`src/rtl/button_conditioner.sv`:
```
// rtl/button_conditioner.sv - per-channel sync, polarity fix, tick-sampled debounce, press/release pulses
// One shared prescaler paces every channel's small stability counter.
module button_conditioner #(
   parameter int NUM_BTN      = 7,
   parameter int ACTIVE_LOW   = 1,
   parameter int TICK_DIV     = 25125,
   parameter int STABLE_TICKS = 5
) (
   input  logic               clk,
   input  logic               rst,
   input  logic [NUM_BTN-1:0] btn_raw,
   output logic [NUM_BTN-1:0] btn_level,
   output logic [NUM_BTN-1:0] btn_press,
   output logic [NUM_BTN-1:0] btn_release,
   output logic               sample_tick
);

   localparam int PW = (TICK_DIV > 1) ? $clog2(TICK_DIV) : 1;
   localparam int CW = $clog2(STABLE_TICKS) + 1;
   localparam logic [PW-1:0]      PRE_LAST = PW'(TICK_DIV - 1);
   localparam logic [CW-1:0]      CNT_LAST = CW'(STABLE_TICKS - 1);
   localparam logic [NUM_BTN-1:0] IDLE_RAW = (ACTIVE_LOW != 0) ? '1 : '0;

   logic [NUM_BTN-1:0] sync_ff1;
   logic [NUM_BTN-1:0] sync_ff2;
   logic [NUM_BTN-1:0] pressed;
   logic [PW-1:0]      pre_cnt;
   logic [PW-1:0]      pre_next;

   // Synchronisers reset to the idle pin level so reset never looks like a press.
   always_ff @(posedge clk) begin
      if (rst) begin
         sync_ff1 <= IDLE_RAW;
         sync_ff2 <= IDLE_RAW;
      end else begin
         sync_ff1 <= btn_raw;
         sync_ff2 <= sync_ff1;
      end
   end

   assign pressed = sync_ff2 ^ IDLE_RAW;

   always_comb begin
      pre_next = (pre_cnt == PRE_LAST) ? '0 : pre_cnt + PW'(1);
   end

   // Tick is registered from the next count so it reads 0 straight out of reset.
   always_ff @(posedge clk) begin
      if (rst) begin
         pre_cnt     <= '0;
         sample_tick <= 1'b0;
      end else begin
         pre_cnt     <= pre_next;
         sample_tick <= (pre_next == PRE_LAST);
      end
   end

   genvar g;
   generate
      for (g = 0; g < NUM_BTN; g++) begin : g_chan
         logic [CW-1:0] cnt;
         logic          level_q;
         logic          press_q;
         logic          release_q;

         // Any agreeing cycle restarts the window, so bounces never accumulate.
         always_ff @(posedge clk) begin
            if (rst) begin
               cnt       <= '0;
               level_q   <= 1'b0;
               press_q   <= 1'b0;
               release_q <= 1'b0;
            end else begin
               press_q   <= 1'b0;
               release_q <= 1'b0;
               if (pressed[g] == level_q) begin
                  cnt <= '0;
               end else if (sample_tick) begin
                  if (cnt == CNT_LAST) begin
                     cnt       <= '0;
                     level_q   <= pressed[g];
                     press_q   <= pressed[g];
                     release_q <= ~pressed[g];
                  end else begin
                     cnt <= cnt + CW'(1);
                  end
               end
            end
         end

         assign btn_level[g]   = level_q;
         assign btn_press[g]   = press_q;
         assign btn_release[g] = release_q;
      end
   endgenerate

endmodule
```
`config.mk`:
```
export PLATFORM = sky130hd
export DESIGN_NAME = button_conditioner
export DESIGN_NICKNAME = d
export VERILOG_FILES = /design/src/rtl/button_conditioner.sv
export SDC_FILE = /design/constraint.sdc
export NUM_CORES = 1
export LEC_CHECK = 0
export BUFFER_PORTS_ARGS = -buffer_cell sky130_fd_sc_hd__buf_2
export CAP_MARGIN = 15
export CORE_UTILIZATION = 53
export DETAILED_ROUTE_END_ITERATION = 8
export PLACE_DENSITY = 0.81
export SLEW_MARGIN = 20
export SYNTH_ARGS = -nofsm -noshare
export SYNTH_HDL_FRONTEND = slang
export SYNTH_SLANG_ARGS = --single-unit
```
`constraint.sdc`:
```
create_clock -name clk -period 1.8 [get_ports clk]
set_input_delay 0.27 -clock clk [delete_from_list [all_inputs] [get_ports clk]]
set_output_delay 0.27 -clock clk [all_outputs]
set_load 0.01 [all_outputs]
```
==> run metrics, run 1 <==
P_leak around 1.5 nW; worst-path maximum fanout 3; CP Launch Point pre_cnt[0]; Global Route met2 Usage 0.333; Synth cell types 40; IO buf count 30; Ys Warns 0; Hold Crit Class input port to register; Worst Tran Pin Value 0.491 ns; Cells after Synth approximately 390; Achievable Freq 550 MHz; Most Crowded Layer GR met2; layout cells sized above 1 0.254; Max Cap Viol 0; sequential-to-total area share from yosys stat 0.452; M3 GR Usage 0.0676; syn nets about 410; Detail Route Antenna Nets 0; Routed WL 6360 um; status finished with violations; die area just under 7000 sq um; worst setup margin -0.0179 ns; #FFs+latches synth between 70 and 80; met1 Usage GRT 0.241; vias in the first global route 2,500; H-tree lvl count 3; worst vdd ir 607 uV; Critical Path RT 2.06 ns; Final Core Density 0.623; Die Y 83.2 um; CTS Sinks 79; Post-synth top flop dfxtp_1; I/O pins 31; DR WL/cell 13.0 um; initial core utilization 0.551; ant diodes 0; initial antenna violation count 0; Placer Congestion 0.916; Area Overhead vs Synth 13.1%; period utilisation layout 1.01; failing checks setup timing; EDFF count, synth 0; PwrDens approximately 800 nW/um^2; CTS tree built; final hold violation count 0; chip width 83.2 um; Detailed Place HPWL 4220 um; initial drt markers 104; syn_area_per_cell 9.08 sq um; hold_sp btn_raw[0]; nets 436; Final min period roughly 1.8 ns; DRC Markers 0; setup violators final 1; largest net degree at the start of global routing 26; critical path arrival 2.08 ns; max-slew violations 0; routed vias 2,525; asr flop ratio synth 0; Tot Pwr approximately 3.1 mW; Synth Cell Area 3500 sq um; global-route wire length before repair 11,200 um; GRT Residual Overflow 0; total CTS buffers 9; origin of the critical flop-to-flop path pre_cnt[0]; Max-slew headroom 0.673; Clock Tree Root clkbuf_8; row count 29; RSZ-0062 raised after global routing yes; Fill cells 531; Vias/cell 5.14; critical path class register to register; CORE AREA 6350 sq um; Max Root-Sink Buffers 2; CP Capture Type register; GR Util All Layers 0.202; clk slew on worst S/H paths 0.08 ns; CP Launch Type register; clk_skew 0.00489 ns; first drt pass iteration count 4; clock latency on the worst-skew pair about 0.34 ns
==> power breakdown <==
group / total [mW] / internal (mW) / switching (mW)
Clock: 1.25 / 0.651 / 0.597
Sequential: 1.78 / 1.77 / 0.0145
Combinational: 0.119 / 0.0591 / 0.0601
Total: 3.15 / 2.48 / 0.672
==> worst max-delay path, cell delays in order (launching register included) <==
cell and delay (ns):
dfxtp_4 0.37, ha_4 0.14, nand2_1 0.07, or4_4 0.44, a2111oi_4 0.31, nand4_1 0.16
nor4_2 0.25
==> sequential cells by signal, indices dropped and copies added (netlist names) <==
signal,cells
g_chan.level_q,7
sync_ff2,7
g_chan.press_q,7
g_chan.release_q,7
sync_ff1,7
pre_cnt,15
sample_tick,1
g_chan.cnt,28
==> final cells by class <==
type / instances / area, sq um / area share
multi-input combinational: 251 / 1680 / 0.424
sequential: 79 / 1590 / 0.402
timing repair buffer: 49 / 325 / 0.0822
clock buffer: 13 / 180 / 0.0455
tap: 77 / 96.3 / 0.0244
inverter: 20 / 75.1 / 0.0190
clock inverter: 2 / 12.5 / 0.00316
==> metal layers <==
layer	part of all wire	vias to the layer above
met5	0	-
met4	0.018	0
met3	0.046	10
met2	0.48	51
met1	0.46	1167
li1	-	1297
==> logic make-up (layout without fill, tap and decap cells) <==
kind of cell | after synthesis | in the layout | share of synthesized area
adder cells (fa/ha/maj) | 17 | 17 | 0.0608
XOR/XNOR | 34 | 34 | 0.0852
flip-flops | 79 | 79 | 0.452
AND/OR/NAND/NOR | 167 | 167 | 0.247
buffers and inverters | 55 | 84 | 0.0830
AO/OA/AOI/OAI | 25 | 25 | 0.0487
multiplexers | 8 | 8 | 0.0233
==> repair_timing <==
action,4_1_cts,5_1_grt
hold buffers,0,0
pin swaps,7,2
resized for setup,10,6
setup endpoints to repair,1,14
buffers inserted,4,0
endpoints found under the hold margin,0,0
==> layout by cell type, fill, tap and decap left out, drive strengths merged, types with 2 or more instances in the layout <==
master / netlist / routed
nand2: 28 / 28
and4: 2 / 2
nand3: 4 / 4
a31oi: 2 / 2
mux2i: 7 / 7
nand4: 13 / 13
nor4: 2 / 2
o21ai: 2 / 2
buf: 24 / 49
nor2b: 7 / 7
nor2: 57 / 57
xor2: 20 / 20
ha: 17 / 17
dfxtp: 79 / 79
nor3: 15 / 15
a21oi: 15 / 15
xnor2: 14 / 14
inv: 20 / 20
nand4b: 7 / 7
clkbuf: 11 / 13
nor4b: 3 / 3
or2: 22 / 22
==> metrics by stage <==
step	TNS, ns	area, sq um	std cells	setup slack (ns)	hold slack, ns
3_5_place_dp	-0.0103	3680	472	-0.0103	0.396
2_1_floorplan	0	3510	385	0.00765	0.374
4_1_cts	-0.0292	3930	491	-0.0292	0.0937
5_1_grt	-0.0986	3960	491	-0.0986	0.0967
3_3_place_gp	0	3680	472	0.00986	0.391
6_report	-0.0179	3960	491	-0.0179	0.106
==> cells in the mapped netlist, types with 2 or more instances <==
cell | number | area share
nand4_1 | 13 | 0.023
dfxtp_1 | 79 | 0.45
nor3_1 | 15 | 0.021
nand2_1 | 27 | 0.029
and4_1 | 2 | 0.0050
nand4b_1 | 7 | 0.018
nor2b_1 | 7 | 0.013
mux2i_1 | 7 | 0.020
xnor2_1 | 14 | 0.035
nor2_1 | 57 | 0.061
ha_1 | 17 | 0.061
nand3_1 | 4 | 0.0057
xor2_1 | 20 | 0.050
buf_4 | 22 | 0.047
or2_2 | 22 | 0.039
clkbuf_1 | 11 | 0.012
a31oi_1 | 2 | 0.0036
a21oi_1 | 15 | 0.021
inv_1 | 20 | 0.021
o21ai_0 | 2 | 0.0029
nor4b_1 | 3 | 0.0075
==> worst paths after layout <==
path / slack, ns / to / cells after the start
setup / recovery: -0.02 / sample_tick / 6
hold / removal: 0.11 / sync_ff1[0] / 2
setup reg to reg: -0.02 / sample_tick / 6
hold reg to reg: 0.41 / sync_ff2[1] / 1
Power figures use the tool's default switching activity.
==> run 2: changes to the inputs <==
Settings changed: CORE_UTILIZATION 53 to 49, PLACE_DENSITY 0.81 to 0.76.
==> run 2 against run 1 <==
The flow still finishes with violations (setup timing). Flip-flop and latch count did not move. Maximum frequency is 0.50% higher. Clock power increased by 26%.
==> run metrics, run 2 (same netlist as run 1, synthesis figures left out) <==
initial antenna violation count 0 (unchanged); clock latency on the worst-skew pair 0.35 ns (was 0.34 ns); DRC Markers 0 (unchanged); hold_buf cts 0 (unchanged); Routed WL 6100 um (was 6360 um); Tot Pwr 3.47 mW (was 3.15 mW); row count 30 (was 29); CP Capture Type register (unchanged); setup violators final 1 (unchanged); top sig layer met4 (unchanged); routed vias 2,522 (was 2,525); GRT Residual Overflow 0 (unchanged); register area 1590 sq um (about the same); worst setup margin -0.00887 ns (was -0.0179 ns); Clock Tree Root clkbuf_8 (unchanged); largest registers g_chan.cnt x28, pre_cnt x15 (unchanged); Fill cells 587 (was 531); Achievable Freq 553 MHz (was 550 MHz); layout cells sized above 1 0.258 (was 0.254); H-tree lvl count 3 (unchanged); I/O pins 31 (unchanged); Vias/cell 4.95 (was 5.14); global-route wire length before repair 10,800 um (was 11,200 um); CTS Sinks 79 (unchanged); commonest non-fill, non-tap cell in the layout dfxtp_1 (unchanged); dpl cells 494 (was 472); Max Root-Sink Buffers 2 (unchanged); ant diodes 0 (unchanged); clk slew on worst S/H paths 0.08 ns (about the same); Placer Congestion 0.932 (was 0.916); max-slew violations 0 (unchanged); RSZ-0062 raised after global routing yes (unchanged); final hold violation count 0 (unchanged); DRT met1 WL 2770 um (was 2910 um); max reg flops 28 (unchanged); Worst R2R Setup Slack -0.009 ns (was -0.02 ns); hold_ws 0.0971 ns (was 0.106 ns); CP Launch Type register (unchanged); met3 routed WL 261 um (was 293 um); IO buf count 30 (unchanged); initial core utilization 0.512 (was 0.551); CTS tree built (unchanged); Die Y 86.5 um (was 83.2 um); DR WL/cell 12.0 um (was 13.0 um); status finished with violations (unchanged); total CTS buffers 9 (unchanged); first drt pass iteration count 4 (unchanged); commonest non-fill, non-tap cells in the layout dfxtp_1, nor2_1, buf_2 (unchanged); Critical Path RT 2.06 ns (about the same); Hold Crit Class input port to register (unchanged); post-route cell area 4020 sq um (was 3960 sq um); PwrDens 863 nW/um^2 (was 796 nW/um^2); clk_skew 0.00623 ns (was 0.00489 ns); Final Core Density 0.589 (was 0.623); Post-Layout Cell Count 510 (was 491); Area Overhead vs Synth 15.0% (was 13.1%); Final min period 1.81 ns (was 1.82 ns); Biggest register g_chan.cnt (unchanged); routed wl met2 2990 um (was 3040 um); largest net degree at the start of global routing 36 (was 26); critical path arrival 2.07 ns (was 2.08 ns); GR Util All Layers 0.186 (was 0.202); nets 436 (unchanged); initial drt markers 134 (was 104); Setup WS pre-CTS -0.0142 ns (was -0.0103 ns); Max-slew headroom 0.750 (was 0.673); worst vdd ir 524 uV (was 607 uV); die area 7480 sq um (was 6930 sq um); Max Cap Viol 0 (unchanged); critical path class register to register (unchanged); footprint of the multi-input gates 1670 sq um (was 1680 sq um); Worst Tran Pin Value 0.373 ns (was 0.491 ns); P_leak 1.51 nW (was 1.48 nW); worst-path maximum fanout 4 (was 3); period utilisation layout 1.00 (was 1.01); setup TNS -0.00887 ns (was -0.0179 ns); Detailed Place HPWL 4320 um (was 4220 um); vias in the first global route 2,560 (was 2,500); CORE AREA 6830 sq um (was 6350 sq um); chip width 86.5 um (was 83.2 um); failing checks setup timing (unchanged); Detail Route Antenna Nets 0 (unchanged); placed instance area 3730 sq um (was 3680 sq um)
-- run 2: power by group --
part	internal (mW)	switching, mW
Clock	0.954	0.618
Combinational	0.0570	0.0596
Sequential	1.77	0.0138
-- run 2: routing by layer --
metal  vias to the layer above  GRT usage
li1                       1297          -
met1                      1158      0.210
met2                        58      0.318
met3                         9     0.0552
met4                         0     0.0939
met5                         -          0
-- run 2: worst max-delay path, cell delays in order, from the launching register on --
cell	delay [ns]
dfxtp_4	0.36
ha_4	0.16
buf_6	0.12
and4b_1	0.26
o21ai_2	0.08
a2111oi_4	0.34
nand4_1	0.15
nor4_2	0.24
-- run 2: worst paths after layout --
path,from,end,cells past startpoint
max,pre_cnt[1],sample_tick,7
min,btn_raw[6],sync_ff1[6],2
max reg2reg,pre_cnt[1],sample_tick,7
min reg2reg,sync_ff1[1],sync_ff2[1],1
-- run 2: cell type report --
class | instances | share of cell area
sequential | 79 | 0.395
clock buffer | 10 | 0.0342
clock inverter | 5 | 0.0258
inverter | 20 | 0.0187
timing repair buffer | 49 | 0.0809
multi-input combinational | 251 | 0.416
tap | 96 | 0.0299
-- run 2: what timing repair did --
item	in CTS	in global routing
setup buffers	1	0
resized for setup	13	2
pin swaps	6	2
endpoints found under the setup margin	2	2
==> run 3: changes to the inputs <==
Settings changed: CORE_ASPECT_RATIO set to 0.9.
==> run 3 against run 2 <==
The flow now finishes without violations. Worst hold slack worse by 0.0077 ns. Critical path depth down 1. Clock skew up 0.0045 ns. Non-clock buffer count up 2. Clock power down 24%. Total power down 11%. Die area about the same. Maximum frequency up 2.6%. Core utilization down 0.23 points.
==> run metrics, run 3 (same netlist as run 1, synthesis figures left out) <==
period utilisation layout 0.979 (was 1.00); Routed WL 6180 um (was 6100 um); vias in the first global route 2,383 (was 2,560); footprint of the multi-input gates 1670 sq um (unchanged); final hold violation count 0 (unchanged); Biggest register g_chan.cnt (unchanged); Final min period 1.76 ns (was 1.81 ns); Max Root-Sink Buffers 2 (unchanged); dpl cells 490 (was 494); CTS tree built (unchanged); Post-Layout Cell Count 507 (was 510); H-tree lvl count 3 (unchanged); status completed (was finished with violations); commonest non-fill, non-tap cell in the layout dfxtp_1 (unchanged); ant diodes 0 (unchanged); Critical Path RT 2.08 ns (was 2.06 ns); initial drt markers 87 (was 134); Vias/cell 4.99 (was 4.95); largest net degree at the start of global routing 28 (was 36); Hold Crit Class input port to register (unchanged); layout cells sized above 1 0.257 (was 0.258); CP Capture Type register (unchanged); GRT Residual Overflow 0 (unchanged); Worst Tran Pin Value 0.550 ns (was 0.373 ns); initial antenna violation count 0 (unchanged); Achievable Freq 567 MHz (was 553 MHz); chip width 91.1 um (was 86.5 um); clk_skew 0.0107 ns (was 0.00623 ns); I/O pins 31 (unchanged); largest registers g_chan.cnt x28, pre_cnt x15 (unchanged); Fill cells 620 (was 587); Clock Tree Root clkbuf_8 (unchanged); CORE AREA 6730 sq um (was 6830 sq um); hold_buf cts 0 (unchanged); Reg power frac 0.576 (was 0.513); switch share 0.244 (was 0.199); DR WL/cell 12.2 um (was 12.0 um); commonest non-fill, non-tap cells in the layout dfxtp_1, nor2_1, buf_2 (unchanged); global-route wire length before repair 10,600 um (was 10,800 um); nets 438 (was 436); Detailed Place HPWL 4350 um (was 4320 um); setup violators final 0 (was 1); worst vdd ir 536 uV (was 524 uV); total CTS buffers 9 (unchanged); RSZ-0062 raised after global routing yes (unchanged); first drt pass iteration count 4 (unchanged); P_leak 1.47 nW (was 1.51 nW); Max Cap Viol 0 (unchanged); Detail Route Antenna Nets 0 (unchanged); cell internal pwr 2.34 mW (was 2.78 mW); max-slew violations 0 (unchanged); Placer Congestion 0.886 (was 0.932); Max-slew headroom 0.633 (was 0.750); register area 1590 sq um (about the same); clock share of power 0.386 (was 0.453); PwrDens 783 nW/um^2 (was 863 nW/um^2); worst-path maximum fanout 3 (was 4); routed vias 2,532 (was 2,522); IO buf count 30 (unchanged); combinational power share 0.037 (was 0.034); DRC Markers 0 (unchanged); max reg flops 28 (unchanged); clk slew on worst S/H paths 0.09 ns (was 0.08 ns); CP Launch Type register (unchanged); critical path arrival 2.04 ns (was 2.07 ns); CTS Sinks 79 (unchanged); Area Overhead vs Synth 12.8% (was 15.0%); die area 7480 sq um (about the same); clock latency on the worst-skew pair 0.36 ns (was 0.35 ns); row count 28 (was 30); Die Y 82.1 um (was 86.5 um); Net Sw Power 0.753 mW (was 0.691 mW); setup TNS 0 ns (was -0.00887 ns); initial core utilization 0.520 (was 0.512); GR Util All Layers 0.184 (was 0.186); critical path class register to register (unchanged)
## run 3: cell types whose count changed in the layout (fill, tap and decap cells not counted), sizes merged
cell and delta:
bufinv -3, buf +2, clkinvlp +2, inv +2, clkbuf -1, clkinv +1
## run 3: power by group through the flow
stage	clock, mW	sequential (mW)	combinational, mW
floorplan	0	1.82	0.0658
global placement	0	1.82	0.103
detailed placement	0	1.82	0.106
CTS	1.25	1.78	0.115
global route	1.33	1.78	0.129
finish	1.19	1.78	0.116
## run 3: worst max-delay path: stages, from the launching register on
cell	delay, ns
dfxtp_4	0.37
ha_4	0.14
nand2_1	0.07
or4_4	0.44
a2111oi_4	0.29
nand4_1	0.14
nor4_2	0.24
## run 3: what timing repair did
| action | CTS | global route |
|---|---|---|
| setup endpoints to repair | 7 | 13 |
| pin swaps | 5 | 3 |
| resized for setup | 11 | 3 |
| buffers inserted | 1 | 0 |
## run 3: layout make-up
type / count / area share
Sequential cell: 79 / 0.403
Inverter: 20 / 0.0190
Multi-Input combinational cell: 251 / 0.424
Clock buffer: 9 / 0.0314
Tap cell: 90 / 0.0286
Clock inverter: 7 / 0.0143
Timing Repair Buffer: 51 / 0.0799
## run 3: path summary, 6_finish.rpt
| path | start | cells past startpoint | slack, ns | endpoint |
|---|---|---|---|---|
| setup reg to reg | pre_cnt[1] | 6 | 0.04 | sample_tick |
| hold reg to reg | sync_ff1[1] | 1 | 0.42 | sync_ff2[1] |
| hold / removal | btn_raw[5] | 2 | 0.09 | sync_ff1[5] |
| setup / recovery | pre_cnt[1] | 6 | 0.04 | sample_tick |
## run 3: per-stage QoR
stage               setup WS (ns)  instance area [sq um]   util  hold slack, ns  total power [mW]
finish                     0.0375                   3940  0.586          0.0893              3.09
floorplan                 0.00765                   3510      -           0.374              1.88
global placement           0.0353                   3710  0.552           0.394              1.92
CTS                       0.00185                   3940  0.585          0.0729              3.14
global route              -0.0839                   3940  0.586          0.0723              3.24
detailed placement       -0.00148                   3710  0.552           0.402              1.93
## run 3: routing by layer
layer | routed length, um | share of wire | global-route usage
met2 | 2910 | 0.47 | 0.314
met5 | 0 | 0 | 0
met4 | 64 | 0.010 | 0.0587
met1 | 2880 | 0.47 | 0.213
met3 | 328 | 0.053 | 0.0778
